===== src/rtl/dl_mem_arbiter.sv =====
// dl_mem_arbiter
// Shares one single-port synchronous RAM (BIOS / sprite ROM region) between
// the HPS ioctl download stream and the core CPU. Download bytes are queued
// in a small FIFO so HPS writes survive while the CPU owns the RAM port, and
// a completion pulse is raised once the session has ended and drained.
// Optional build macro: DL_CHECKSUM_EN adds dn_checksum, a mod-2^16 sum of
// every byte accepted in the current session.
module dl_mem_arbiter #(
  parameter int ADDR_W      = 16,
  parameter int FIFO_DEPTH  = 4,
  parameter int MATCH_INDEX = 0,
  parameter int STARVE_MAX  = 3
) (
  input  logic              clk_sys,
  input  logic              reset_n,
  input  logic              dn_download,
  input  logic [7:0]        dn_index,
  input  logic [24:0]       dn_addr,
  input  logic [7:0]        dn_data,
  input  logic              dn_wr,
  output logic              dn_wait,
  output logic              dn_busy,
  output logic              dn_done,
  output logic [ADDR_W:0]   dn_count,
  output logic              dn_ovf,
`ifdef DL_CHECKSUM_EN
  output logic [15:0]       dn_checksum,
`endif
  input  logic              cpu_req,
  input  logic              cpu_we,
  input  logic [ADDR_W-1:0] cpu_addr,
  input  logic [7:0]        cpu_din,
  output logic [7:0]        cpu_dout,
  output logic              cpu_ack,
  output logic [ADDR_W-1:0] mem_addr,
  output logic [7:0]        mem_din,
  output logic              mem_we,
  input  logic [7:0]        mem_dout
);

  localparam int PTR_W = (FIFO_DEPTH > 1) ? $clog2(FIFO_DEPTH) : 1;
  localparam int CNT_W = PTR_W + 1;
  localparam int ST_W  = $clog2(STARVE_MAX + 2);
  localparam int ENT_W = ADDR_W + 8;

  localparam logic [7:0]       MATCH_IDX  = 8'(MATCH_INDEX);
  localparam logic [CNT_W-1:0] FULL_CNT   = CNT_W'(FIFO_DEPTH);
  localparam logic [ST_W-1:0]  STARVE_LIM = ST_W'(STARVE_MAX);

  typedef enum logic [2:0] {
    ST_IDLE,
    ST_CPU_WR,
    ST_CPU_RD,
    ST_CPU_RDW,
    ST_DL_WR
  } state_t;

  // FIFO storage and control
  logic [ENT_W-1:0] fifo_mem [FIFO_DEPTH];
  logic [PTR_W-1:0] wr_ptr_q;
  logic [PTR_W-1:0] rd_ptr_q;
  logic [CNT_W-1:0] fifo_cnt_q;
  logic [ENT_W-1:0] head;

  // Session state
  logic             sess_q;
  logic             busy_q;
  logic [ADDR_W:0]  count_q, count_d;
  logic             ovf_q, ovf_d;
`ifdef DL_CHECKSUM_EN
  logic [15:0]      csum_q, csum_d;
`endif

  // Arbiter state and registered RAM / CPU outputs
  state_t            state_q;
  logic [ST_W-1:0]   starve_q;
  logic [ADDR_W-1:0] mem_addr_q;
  logic [7:0]        mem_din_q;
  logic              mem_we_q;
  logic              cpu_ack_q;
  logic [7:0]        cpu_dout_q;

  logic match, in_range, fifo_full, fifo_empty;
  logic push, pop, dl_err, sess_start;

  // A byte is only ours while a download for our index is active; anything
  // at or beyond the RAM size cannot be stored and is flagged instead.
  assign match      = dn_download && (dn_index == MATCH_IDX);
  assign in_range   = (dn_addr >> ADDR_W) == 25'd0;
  assign fifo_full  = (fifo_cnt_q == FULL_CNT);
  assign fifo_empty = (fifo_cnt_q == '0);
  assign push       = dn_wr && match && in_range && !fifo_full;
  assign dl_err     = dn_wr && match && (!in_range || fifo_full);
  assign sess_start = match && !sess_q;

  // The download wins the idle port unless the CPU is asking and has not yet
  // used up its allowance of consecutive grants over a waiting FIFO.
  assign pop  = (state_q == ST_IDLE) && !fifo_empty &&
                (!cpu_req || (starve_q == STARVE_LIM));
  assign head = fifo_mem[rd_ptr_q];

  assign dn_wait  = fifo_full;
  assign dn_busy  = sess_q || !fifo_empty;
  assign dn_done  = busy_q && !dn_busy;
  assign dn_count = count_q;
  assign dn_ovf   = ovf_q;
`ifdef DL_CHECKSUM_EN
  assign dn_checksum = csum_q;
`endif
  assign cpu_dout = cpu_dout_q;
  assign cpu_ack  = cpu_ack_q;
  assign mem_addr = mem_addr_q;
  assign mem_din  = mem_din_q;
  assign mem_we   = mem_we_q;

  // FIFO payload: address and byte of each accepted download write
  always_ff @(posedge clk_sys) begin
    if (push) begin
      fifo_mem[wr_ptr_q] <= {dn_addr[ADDR_W-1:0], dn_data};
    end
  end

  // FIFO pointers and occupancy; simultaneous push and pop leave it unchanged
  always_ff @(posedge clk_sys or negedge reset_n) begin
    if (!reset_n) begin
      wr_ptr_q   <= '0;
      rd_ptr_q   <= '0;
      fifo_cnt_q <= '0;
    end else begin
      if (push) wr_ptr_q <= wr_ptr_q + 1'b1;
      if (pop)  rd_ptr_q <= rd_ptr_q + 1'b1;
      case ({push, pop})
        2'b10:   fifo_cnt_q <= fifo_cnt_q + 1'b1;
        2'b01:   fifo_cnt_q <= fifo_cnt_q - 1'b1;
        default: fifo_cnt_q <= fifo_cnt_q;
      endcase
    end
  end

  // Next-state of the session statistics: a new session clears them first,
  // so a byte accepted on the very first cycle still counts
  always_comb begin
    count_d = count_q;
    ovf_d   = ovf_q;
    if (sess_start) begin
      count_d = '0;
      ovf_d   = 1'b0;
    end
    if (push)   count_d = count_d + 1'b1;
    if (dl_err) ovf_d   = 1'b1;
  end

`ifdef DL_CHECKSUM_EN
  // Next-state of the running byte sum, restarted with each session
  always_comb begin
    csum_d = csum_q;
    if (sess_start) csum_d = '0;
    if (push)       csum_d = csum_d + 16'(dn_data);
  end
`endif

  // Session registers: active flag, busy history for the done pulse, stats
  always_ff @(posedge clk_sys or negedge reset_n) begin
    if (!reset_n) begin
      sess_q  <= 1'b0;
      busy_q  <= 1'b0;
      count_q <= '0;
      ovf_q   <= 1'b0;
`ifdef DL_CHECKSUM_EN
      csum_q  <= '0;
`endif
    end else begin
      sess_q  <= match;
      busy_q  <= dn_busy;
      count_q <= count_d;
      ovf_q   <= ovf_d;
`ifdef DL_CHECKSUM_EN
      csum_q  <= csum_d;
`endif
    end
  end

  // Port arbiter: one RAM operation issued on each state entry, all RAM and
  // CPU-facing outputs registered
  always_ff @(posedge clk_sys or negedge reset_n) begin
    if (!reset_n) begin
      state_q    <= ST_IDLE;
      starve_q   <= '0;
      mem_addr_q <= '0;
      mem_din_q  <= '0;
      mem_we_q   <= 1'b0;
      cpu_ack_q  <= 1'b0;
      cpu_dout_q <= '0;
    end else begin
      mem_we_q  <= 1'b0;
      cpu_ack_q <= 1'b0;
      case (state_q)
        ST_IDLE: begin
          if (pop) begin
            state_q    <= ST_DL_WR;
            mem_addr_q <= head[ENT_W-1:8];
            mem_din_q  <= head[7:0];
            mem_we_q   <= 1'b1;
            starve_q   <= '0;
          end else if (cpu_req) begin
            mem_addr_q <= cpu_addr;
            mem_din_q  <= cpu_din;
            if (!fifo_empty && (starve_q != STARVE_LIM)) begin
              starve_q <= starve_q + 1'b1;
            end
            if (cpu_we) begin
              state_q   <= ST_CPU_WR;
              mem_we_q  <= 1'b1;
              cpu_ack_q <= 1'b1;
            end else begin
              state_q <= ST_CPU_RD;
            end
          end
        end
        ST_CPU_RD:  state_q <= ST_CPU_RDW;
        ST_CPU_RDW: begin
          cpu_dout_q <= mem_dout;
          cpu_ack_q  <= 1'b1;
          state_q    <= ST_IDLE;
        end
        ST_CPU_WR:  state_q <= ST_IDLE;
        ST_DL_WR:   state_q <= ST_IDLE;
        default:    state_q <= ST_IDLE;
      endcase
    end
  end

endmodule


===== config.mk =====
export PLATFORM = sky130hd
export DESIGN_NAME = dl_mem_arbiter
export DESIGN_NICKNAME = d
export VERILOG_FILES = /design/src/rtl/dl_mem_arbiter.sv
export SDC_FILE = /design/constraint.sdc
export NUM_CORES = 1
export LEC_CHECK = 0
export BUFFER_PORTS_ARGS = -buffer_cell sky130_fd_sc_hd__buf_2
export CAP_MARGIN = 20
export CORE_UTILIZATION = 59
export DETAILED_ROUTE_END_ITERATION = 6
export PLACE_DENSITY = 0.92
export SLEW_MARGIN = 20
export SYNTH_ARGS = -nofsm -noshare
export SYNTH_HDL_FRONTEND = slang
export SYNTH_SLANG_ARGS = --single-unit

===== constraint.sdc =====
create_clock -name clk_sys -period 4.55 [get_ports clk_sys]
set_input_delay 0.6825 -clock clk_sys [delete_from_list [all_inputs] [get_ports clk_sys]]
set_output_delay 0.6825 -clock clk_sys [all_outputs]
set_load 0.02 [all_outputs]

==> run summary, run 1 <==
The final routed DRC violation total was 0; the slack of the critical path was 1950 ps. Most common cell in the synthesized netlist: sky130_fd_sc_hd__edfxtp_1. Stage delay of the slowest cell on the critical path: 480 ps. The critical path in this run is classified as register to output port. In this run the static leakage power is 3.50 nW. After routing, the total negative slack on setup checks comes to 0 ps. The x dimension of the die was 110 um; the register bit count reported by yosys was 163.

TritonCTS built the clock tree. Post-cts hold buffer count: 0. Pin count of the biggest net entering global routing: 68. Data on the critical path arrives at its endpoint at 1910 ps.

The synthesized design contains 96 enable-type register cells. For the worst flop-to-flop path, the logic depth is 10. The routed design could run at a clock period as short as 2600 ps.

Setup violations remaining at the end of the flow were counted as 0. The Yosys step of the flow raised 0 warnings. The logs give 2 for the clock tree buffer depth and 13,800 um for the routed wire length. The critical register-to-register path startpoint is fifo_cnt_q[0]. OpenSTA, run right after detailed placement, puts the worst setup slack at 1700 ps. The tool flagged a number of max-cap violations equal to 0. The initial antenna violation count is 2.

The most used flip-flop cell after synthesis is sky130_fd_sc_hd__edfxtp_1. The capturing point of the worst reg2reg path was fifo_cnt_q[2]. Pin placement for this block handled 134 I/O pins.

The final number of max-transition violations was 0; the post-synthesis cell area was 6820 um^2. After legalization and detailed placement, the total HPWL measured 8900 um. The worst slew slack as a fraction of its limit was 0.360. Setup repair after global routing left no endpoint under its margin. Cell internal power was estimated by the tool at 3.37 mW.

The logs give 4 for the first-pass iteration count of the detailed router and 0.849 for the global placer's final weighted congestion. Counting every sink on the clock net gives 163. The area added between synthesis and finish came out at 21.1%.

The measured slew at the worst slew-check pin is 960 ps. The worst register-to-register path has a setup slack of 2210 ps. After global routing the overflow that remains totals 0. After the first detailed-routing iteration, the DRC count stood at 335.

The logs give 11,000 um^2 for the core box area and 9.31 ps for the final worst clock skew. The logs give 0.313 for the share of total power in the clock network and 0 for the residual antenna-violating net count after detailed routing. Measured along the y axis, the die boundary spans 110 um. The cell at the root of the clock tree was sky130_fd_sc_hd__clkbuf_16.

The finished cells cover 8260 um^2. In this run, post-CTS repair resized a total of 0 instances. The required time of the worst setup path came out at 3870 ps.

The worst-case hold slack came out at 376 ps. The async set-reset flop share out of synthesis is 0.411. The first global-routing pass estimated 21,500 um of wire. Share of the clock period used by the worst path after layout: 0.571. STA classifies the critical path startpoint as a register. Switching share of power: 0.312.

For the final-layout fill cell count, the log shows 652. The number of cells after detailed placement is 707, and the mean instance size in the synthesized netlist is 15.2 um^2. The switching power came out at 1.52 mW. sky130_fd_sc_hd__edfxtp_1 takes more of the synthesized area than any other cell. The run gives 17 as the total clock buffers created by CTS. In the post-synthesis netlist, the biggest area contributors are sky130_fd_sc_hd__edfxtp_1 42%, sky130_fd_sc_hd__dfrtp_1 25%, sky130_fd_sc_hd__mux4_2 7.9%.

The signal on the critical path passes through or3_1 -> or2_2 -> nor2_1 -> buf_2. The run gives 38 as the row count. Input and output buffers added on the ports amount to 133. The sequential share of power was 0.410; the count of placed standard cells in the final layout, fillers left out was 740. Mean routed wirelength per cell: 18.6 um.

The run gives 0.277 as the combinational cell fraction of total power. Clock-pin slew was measured on the worst setup and hold paths at 60 ps. For this design the ratio of total power to cell area is 592 nW/um^2. The tools report the highest clock rate as 0.385 GHz. The tools report the sequential element share of the synthesized area as 0.668. For the worst voltage drop across the vdd grid, the log shows 0.000396 V.

The logs give 0.618 for the starting density of the core and 0 for the buffers inserted during post-CTS setup optimization. The flow ran to the end, and the final reports show no timing, DRC or antenna violations. After synthesis, the netlist uses 43 different library cells. The fraction of layout cells with a size suffix above 1 was 0.354. The commonest cells after synthesis are 96 x sky130_fd_sc_hd__edfxtp_1, 67 x sky130_fd_sc_hd__dfrtp_1, 37 x sky130_fd_sc_hd__mux2i_1. For the cell area after placement, the log shows 7620 um^2. The die footprint is 12,000 um^2. The via count came out at 4,276. The critical path endpoint category is an output port. The critical path's slowest cell was sky130_fd_sc_hd__or3_1. For the clock insertion delay at the later pin of the skew report, the log shows 420 ps. The path class of the tightest hold or removal check is input pin to asynchronous set/reset pin. The maximum level of the CTS H-tree was 4; the number of hold violations in the final report was 0. The portion of synthesized cell area occupied by the leading cell type came out at 0.423. Along the worst path, the maximum fanout reaches 6.

The all-layer global routing usage is 0.249. The logs give 4,295 for the number of global-route vias before repair and 448 for the synthesized netlist cell count. After detailed routing, the number of vias per cell comes to 5.78.

The number of nets handed over by synthesis was 536. For the final net count, the log shows 674.
-- layer usage --
metal | vias to the layer above | share of wire | track usage
li1 | 1942 | - | -
met1 | 2134 | 0.39 | 0.290
met2 | 168 | 0.51 | 0.432
met3 | 30 | 0.069 | 0.0622
met4 | 2 | 0.025 | 0.121
met5 | - | 0.00080 | 0
-- stage by stage --
| step | util | total power, mW |
|---|---|---|
| floorplan | - | 3.00 |
| global placement | 0.691 | 3.33 |
| detailed placement | 0.691 | 3.40 |
| CTS | 0.749 | 4.94 |
| global route | 0.749 | 5.13 |
| finish | 0.749 | 4.89 |
-- cells by family (layout without fill, tap and decap cells) --
logic type | Yosys count | after routing | share of synthesized area
flops | 163 | 163 | 0.668
compound gates | 38 | 38 | 0.0308
mux | 71 | 71 | 0.150
buf+inv | 36 | 187 | 0.0226
other cells | 0 | 1 | 0
simple gates | 123 | 123 | 0.100
xor+xnor | 8 | 8 | 0.0103
fa+ha+maj | 9 | 9 | 0.0176
-- layout make-up --
type / instances / area, um^2 / share of cell area
multi-input cells: 249 / 2110 / 0.256
flip-flops and latches: 163 / 4560 / 0.552
clock buffers: 22 / 454 / 0.0550
repair buffers: 139 / 713 / 0.0863
diodes: 1 / 2.50 / 0.000303
well taps: 140 / 175 / 0.0212
inverters: 16 / 60.1 / 0.00727
clock inverters: 10 / 181 / 0.0220
-- worst max path at each step --
stage,from,endpoint,cells after the start
floorplan,dn_download,dn_count[16],9
global placement,dn_download,dn_count[16],10
detailed placement,dn_download,dn_count[16],10
CTS,fifo_cnt_q[0],dn_done,4
global route,fifo_cnt_q[0],dn_done,4
finish,fifo_cnt_q[0],dn_done,4
-- worst max-delay path, delay by kind of cell (launching register included) --
| family | cells | cell delay (ps) |
|---|---|---|
| and+or+nand+nor | 3 | 920 |
| DFF | 1 | 410 |
| buffers and inverters | 1 | 160 |
-- power by group through the flow --
stage	Combinational [mW]	Clock (mW)	Sequential, mW
after CTS	1.38	1.55	2.01
after detailed placement	1.37	0	2.04
after global routing	1.48	1.61	2.04
after floorplan	0.902	0	2.09
final	1.35	1.53	2.01
after global placement	1.30	0	2.02
-- placed cells by master, fill, tap and decap left out, drive strengths merged, types with 22 or more instances in the layout --
cell,synthesis,routed
nor2,29,29
edfxtp,96,96
mux4,24,24
buf,8,139
a21oi,27,27
clkbuf,12,22
mux2i,37,37
nand2,26,26
dfrtp,67,67
-- sequential cells by signal, indices dropped and copies added (netlist names), 3 cells and up --
| register | count |
|---|---|
| cpu_dout | 8 |
| dn_count | 17 |
| mem_din | 8 |
| starve_q | 3 |
| fifo_mem | 96 |
| state_q | 3 |
| mem_addr | 16 |
| fifo_cnt_q | 3 |
(Power assumes the default switching activity.)
==> run 2: changes to the inputs <==
- ABC_AREA: default -> 1
- CORE_UTILIZATION: 59 -> 50
- PLACE_DENSITY: 0.92 -> 0.83
- clock period: 4.55 -> 2.21 ns (I/O delays scaled with it)
==> run summary, run 2 <==
The number of max-cap violations came out at 0 (unchanged). The total power is 10.5 mW (+110%), and the internal power consumption is 6.57 mW (+95%). The required time of the worst setup path is 1880 ps (-1990 ps). The die extent in y works out to 120 um (+9.4%). Fraction of layout cells with a size suffix above 1: 0.289 (-0.0649).

The final core utilization came out at 0.638 (-0.111). The first-pass GRT wire length is 23,600 um (+10%). Counting instances in the post-synthesis netlist gives the leading cell types as 141 x sky130_fd_sc_hd__nand2_1, 96 x sky130_fd_sc_hd__edfxtp_1, 67 x sky130_fd_sc_hd__dfrtp_1.

HPWL reported at the end of detailed placement: 9880 um (+11%). The area added between synthesis and finish was 23.0%; the leakage power was 3.75 nW (+7.0%). The run gives 183 ps (-1770 ps) as the slack of the critical path. By instance count, the leading cell after synthesis is sky130_fd_sc_hd__nand2_1. The tools report the first-pass iteration count of the detailed router as 7 (+3). The x dimension of the die is 120 um (+9.4%). The combinational cell fraction of total power came out at 0.339 (+0.062). For this run, the leading register cell type out of synthesis is sky130_fd_sc_hd__edfxtp_1. The arrival time reported for the critical path endpoint came out at 1700 ps (-210 ps).

The initial antenna violation count is 0 (-2). STA classifies the critical path startpoint as a register. The clock insertion delay at the later pin of the skew report is 420 ps (about the same). The startpoint identified for the worst register-to-register timing path is starve_q[0]. The tools report the highest clock rate as 0.493 GHz.

TritonCTS built the clock tree. The clock transition time at the flip-flop clock pins of the worst setup and hold paths is 70 ps (about the same), and the sequential element share of the synthesized area is 0.657 (-0.0118). Yosys attributes the largest share of cell area to sky130_fd_sc_hd__edfxtp_1 42%, sky130_fd_sc_hd__dfrtp_1 24%, sky130_fd_sc_hd__nand2_1 7.6%. Worst-case hold slack: 124 ps (-253 ps). The library cells used most frequently in the layout, excluding fill and tap cells, are 141 x sky130_fd_sc_hd__nand2_1, 133 x sky130_fd_sc_hd__buf_2, 96 x sky130_fd_sc_hd__edfxtp_1.

The count of port buffers added during placement was 133 (unchanged). The register bit count reported by yosys is 163 (unchanged). The number of hold violations in the final report was 0 (unchanged). The final net count was 850 (+26%).

The maximum level of the CTS H-tree was 4 (unchanged). The setup-violating endpoint count in the final report was 0 (unchanged). The starting density of the core came out at 0.518 (-0.100). The routed wire length came out at 14,500 um (+5.5%).

The tools report the critical path launch point as fifo_cnt_q[0]. The run gives 1,010 (+55%) as the final-layout fill cell count. The count of flip-flops with a built-in enable after synthesis came out at 96 (unchanged). The count of distinct cell types in the synthesized netlist came out at 38 (-12%). The worst slack after detailed placement was 169 ps (-1530 ps); the share of the clock period used by the worst path after layout was 0.917. The flow ran to the end, and the final reports show no timing, DRC or antenna violations.

The post-synthesis cell area is 6940 um^2 (+1.8%), and the worst voltage drop across the vdd grid is 0.000605 V (+53%). Total clock buffers created by CTS: 17 (unchanged). sky130_fd_sc_hd__edfxtp_1 takes more of the synthesized area than any other cell. Total congestion overflow after global routing: 0 (unchanged). Ranked by flip-flop count, first place goes to fifo_mem. The switching share of power came out at 0.372 (+0.0602). The total negative setup slack is 0 ps (unchanged), and the number of nets in the synthesized netlist is 705 (+32%). For the number of global-route vias before repair, the log shows 4,927 (+15%).

The tools report the core box area as 13,400 um^2 (+21%). The power density normalized to cell area is 1220 nW/um^2 (+110%), and the via count is 5,001 (+17%). The global placer's final weighted congestion was 0.826 (-2.8%); the mean routed wirelength per cell was 15.3 um (-18%). The logs give 2 (unchanged) for the clock tree buffer depth and 0 (unchanged) for the final routed DRC violation total.

The all-layer global routing usage was 0.215 (-0.0343); the async set-reset flop share out of synthesis was 0.411 (unchanged). The number of flip-flops under the largest register name was 96 (unchanged). The tree is rooted in a sky130_fd_sc_hd__clkbuf_16.

The largest fanout on the critical path is 5 (-1). Start point of the worst min-delay path: dn_addr[7]. The mean instance size in the synthesized netlist works out to 11.3 um^2 (-26%). Commonest non-fill, non-tap cell in the layout: sky130_fd_sc_hd__nand2_1. The logs give 51 (-25%) for the pin count of the biggest net entering global routing and 0 (unchanged) for the residual antenna-violating net count after detailed routing.

The sequential share of power is 0.378 (-0.032). Worst min-delay path class: input pin to register. Switching power: 3.89 mW (+160%).

The die footprint came out at 14,400 um^2 (+20%). For the final worst clock skew, the log shows 8.51 ps (-0.795 ps). The I/O pin count is 134 (unchanged), and the total number of yosys warnings is 0 (unchanged).

The measured slew at the worst slew-check pin was 615 ps (-346 ps). The worst slew slack as a fraction of its limit is 0.590 (+0.230), and the synthesized netlist cell count is 617 (+38%). For the final number of max-transition violations, the log shows 0 (unchanged).

Setup repair after global routing left no endpoint under its margin. Via count normalized by instance count: 5.25 (-9.1%). The row count was 42 (+11%); the share of total power in the clock network was 0.282 (-0.031).

The number of DRC violations after detailed-routing iteration 0 was 443 (+32%). The total clock sinks is 163 (unchanged), and the portion of synthesized cell area occupied by the leading cell type is 0.415 (-0.00746). The type of the worst setup path was register to output port. Critical path endpoint category: an output port. For the finished layout, the period the worst path requires is 2030 ps.
[run 2: final cells by class]
type                       instances  area (um^2)  area share
antenna                            1         2.50    0.000293
clock buffer                      17          425      0.0498
clock inverter                    15          184      0.0215
inverter                          44          168      0.0196
multi-input combinational        383         2100       0.246
sequential                       163         4560       0.534
tap                              176          220      0.0258
timing repair buffer             153          881       0.103
[run 2: worst paths after layout]
check	slack [ps]	endpoint	cells past startpoint
setup / recovery	180	dn_done	4
hold / removal	120	fifo_mem[3][15]	1
setup reg to reg	190	fifo_cnt_q[1]	8
hold reg to reg	480	dn_ovf	2
max in group asynchronous	1100	dn_count[2]	3
min in group asynchronous	470	mem_addr[8]	2
[run 2: logic make-up (layout without fill, tap and decap cells)]
| kind of cell | after synthesis | count (layout) | share of synthesized area |
|---|---|---|---|
| AND/OR/NAND/NOR | 242 | 242 | 0.155 |
| buffers and inverters | 71 | 229 | 0.0431 |
| XOR/XNOR | 12 | 12 | 0.0151 |
| other | 0 | 1 | 0 |
| multiplexers | 14 | 14 | 0.0216 |
| adder cells (fa/ha/maj) | 9 | 9 | 0.0173 |
| flip-flops | 163 | 163 | 0.657 |
| AO/OA/AOI/OAI | 106 | 106 | 0.0917 |
[run 2: what timing repair did]
action                     4_1_cts  5_1_grt
hold endpoints to repair        25        0
gates resized for setup          0        5
setup endpoints to repair        0        6
setup buffers                    0        1
hold buffers                     1        0
[run 2: critical path: stages, from the launching register on]
cell	delay, ps
sky130_fd_sc_hd__dfrtp_1	430
sky130_fd_sc_hd__nor3_2	420
sky130_fd_sc_hd__nand2_1	160
sky130_fd_sc_hd__nor2_1	110
sky130_fd_sc_hd__buf_2	160
[run 2: routing by layer]
metal  vias to the layer above  global-route usage  wire length [um]
met3                        29              0.0475               841
met5                         -                   0                 0
met4                         0              0.0945               381
li1                       2410                   -                 -
met2                       168               0.361              7250
met1                      2394               0.267              6050
[run 2: power by group through the flow]
stage / clock (mW) / sequential (mW) / combinational [mW]
after floorplan: 0 / 4.33 / 2.07
after global placement: 0 / 4.00 / 3.39
after detailed placement: 0 / 4.02 / 3.49
after CTS: 2.99 / 3.96 / 3.53
after global routing: 3.12 / 4.01 / 3.93
final: 2.95 / 3.96 / 3.55
[run 2: metrics by stage]
step,instance area [um^2],cells
finish,8540,952
global route,8540,951
CTS,8520,950
detailed placement,7900,917
global placement,7900,917
floorplan,6950,617
==> run 3: changes to the inputs <==
- ABC_AREA: 1 -> default
==> run summary, run 3 (synthesis results as in run 1) <==
The area added between synthesis and finish works out to 25.3%. For the total clock buffers created by CTS, the log shows 17 (unchanged). The die extent in y came out at 119 um (-0.87%). The run gives 107 ps (-76.5 ps) as the slack of the critical path.

The final routed DRC violation total is 0 (unchanged). The measured slew at the worst slew-check pin is 949 ps (+334 ps), and the number of DRC violations after detailed-routing iteration 0 is 254 (-43%). The mean routed wirelength per cell was 16.9 um (+11%); the starting density of the core was 0.513 (-0.00513). The die footprint was 14,100 um^2 (-1.7%); the maximum level of the CTS H-tree was 4 (unchanged). The area of the multi-input gates was 2170 um^2 (+3.0%); the all-layer global routing usage was 0.206 (-0.00913).

The time the final worst path needs with I/O delays and setup is 2100 ps (+76.5 ps). The switching power was 3.19 mW (-18%); the largest fanout on the critical path was 3 (-2). The combinational cell fraction of total power was 0.311 (-0.028). STA classifies the critical path startpoint as a register. The tools report the required time of the worst setup path as 1880 ps (about the same). The fraction of layout cells with a size suffix above 1 came out at 0.394 (+0.105). The final number of max-transition violations was 0 (unchanged).

The worst slew slack as a fraction of its limit came out at 0.367 (-0.223). The first-pass iteration count of the detailed router is 4 (-3). Leaving out fill and tap cells, the most frequent cell in the layout is sky130_fd_sc_hd__buf_2. Ranked by flip-flop count, first place goes to fifo_mem. The routed wire length came out at 13,400 um (-7.6%).

The logs give 4560 um^2 (about the same) for the area taken by flip-flops and latches and 1770 ps (+70 ps) for the arrival time reported for the critical path endpoint. For the worst slack after detailed placement, the log shows 2.61 ps (-166 ps). The leakage power was 3.62 nW (-3.5%); the count of antenna diodes in the layout was 0 (-1). The clock insertion delay at the later pin of the skew report was 420 ps (about the same). The run gives 0 (unchanged) as the number of max-cap violations. The number of flip-flops under the largest register name is 96 (unchanged), and the core box area is 13,300 um^2 (-0.78%). The flow ran to the end, and the final reports show no timing, DRC or antenna violations. The total clock sinks is 163 (unchanged), and the stage delay of the slowest cell on the critical path is 410 ps (-20 ps). In this run the clock root is driven by a sky130_fd_sc_hd__clkbuf_16. The run gives 8760 um (-11%) as the HPWL reported at the end of detailed placement. For this design, the slowest cell found on the critical path is sky130_fd_sc_hd__dfrtp_1.

The final core utilization came out at 0.643 (+0.00532). The critical path goes through or3_4 -> or2_2 -> nor2_1 -> buf_4. The final worst clock skew was 8.16 ps (-0.353 ps).

The run gives 0.000787 V (+30%) as the worst voltage drop across the vdd grid. Pin count of the biggest net entering global routing: 50 (-2.0%). The count of port buffers added during placement is 133 (unchanged). The worst min-delay path class is input pin to register. The initial antenna violation count is 0 (unchanged). The run gives 0 (unchanged) as the residual antenna-violating net count after detailed routing.

The critical path in this run is classified as register to output port. Critical path endpoint category: an output port. The number of hold violations in the final report came out at 0 (unchanged). The via count normalized by instance count is 5.34 (+1.6%).

First-pass GRT wire length: 21,700 um (-8.3%). The number of global-route vias before repair was 4,351 (-12%). The share of the clock period used by the worst path after layout is 0.952 (+0.0346), and the sequential share of power is 0.388 (+0.010). In the layout the commonest cells are 131 x sky130_fd_sc_hd__buf_2, 96 x sky130_fd_sc_hd__edfxtp_1, 66 x sky130_fd_sc_hd__dfrtp_1. Power density normalized to cell area: 1180 nW/um^2 (-3.6%).

The tools report the I/O pin count as 134 (unchanged). The run gives 2 (unchanged) as the clock tree buffer depth. The row count is 42 (unchanged), and the total congestion overflow after global routing is 0 (unchanged). The internal power consumption is 6.91 mW (+5.1%), and the share of total power in the clock network is 0.301 (+0.019). The global placer's final weighted congestion came out at 0.789 (-4.4%).

The clock transition time at the flip-flop clock pins of the worst setup and hold paths is 60 ps (about the same), and the highest clock rate is 0.475 GHz (-3.6%). Final net count: 692 (-19%). Setup repair after global routing left no endpoint under its margin. The x dimension of the die was 119 um (-0.87%); the final-layout fill cell count was 954 (-5.5%). The switching share of power is 0.316 (-0.0558). The run gives 4,231 (-15%) as the via count. The run gives 0 (unchanged) as the setup-violating endpoint count in the final report.

TritonCTS built the clock tree.
==> run 3: through the flow <==
step | cells | TNS (ps) | power, mW | area [um^2] | hold WS (ps)
final | 793 | 0 | 10.1 | 8550 | 126
after global routing | 793 | 0 | 10.6 | 8550 | 106
after CTS | 792 | 0 | 10.2 | 8530 | 103
after detailed placement | 758 | 0 | 7.10 | 7890 | 341
after global placement | 758 | 0 | 6.97 | 7890 | 344
after floorplan | 448 | -3.84 | 6.22 | 6870 | 35.9
==> run 3: timing repair <==
action	in CTS	in global routing
setup buffers	1	1
pin swaps	0	1
setup endpoints to repair	1	2
hold buffers	1	0
endpoints found under the hold margin	36	0
resized for setup	1	2
cloned	0	0
==> run 3: final cells by class <==
class	count	area share
clock buffers	21	0.0550
clock inverters	11	0.0179
inverters	16	0.00703
multi-input cells	249	0.254
flip-flops and latches	163	0.534
well taps	176	0.0258
repair buffers	157	0.107
==> run 3: worst paths after layout <==
kind / from / end / slack [ps] / cells after the start
max: fifo_cnt_q[0] / dn_done / 110 / 4
min: dn_addr[2] / fifo_mem[3][10] / 130 / 1
max reg2reg: fifo_cnt_q[1] / fifo_cnt_q[2] / 110 / 10
min reg2reg: starve_q[2] / starve_q[2] / 480 / 2
max in group asynchronous: reset_n / mem_addr[5] / 1170 / 3
min in group asynchronous: reset_n / cpu_dout[3] / 450 / 2
==> run 3: per-layer routing <==
layer  vias up  global-route usage  share of wire
li1       1977                   -              -
met1      2097               0.244           0.41
met2       144               0.356           0.52
met3        13              0.0589          0.058
met4         0              0.0759          0.012
met5         -                   0              0
==> run 3: worst max-delay path, delay by kind of cell (launching register included) <==
kind	cells	cell delay (ps)
buffers and inverters	1	140
DFF	1	410
and+or+nand+nor	3	810
==> run 3: power groups by stage <==
stage | clock (mW) | combinational (mW) | sequential, mW
final | 3.04 | 3.14 | 3.92
after floorplan | 0 | 1.90 | 4.32
after global routing | 3.22 | 3.45 | 3.97
after CTS | 3.10 | 3.18 | 3.91
after global placement | 0 | 3.03 | 3.93
after detailed placement | 0 | 3.13 | 3.97
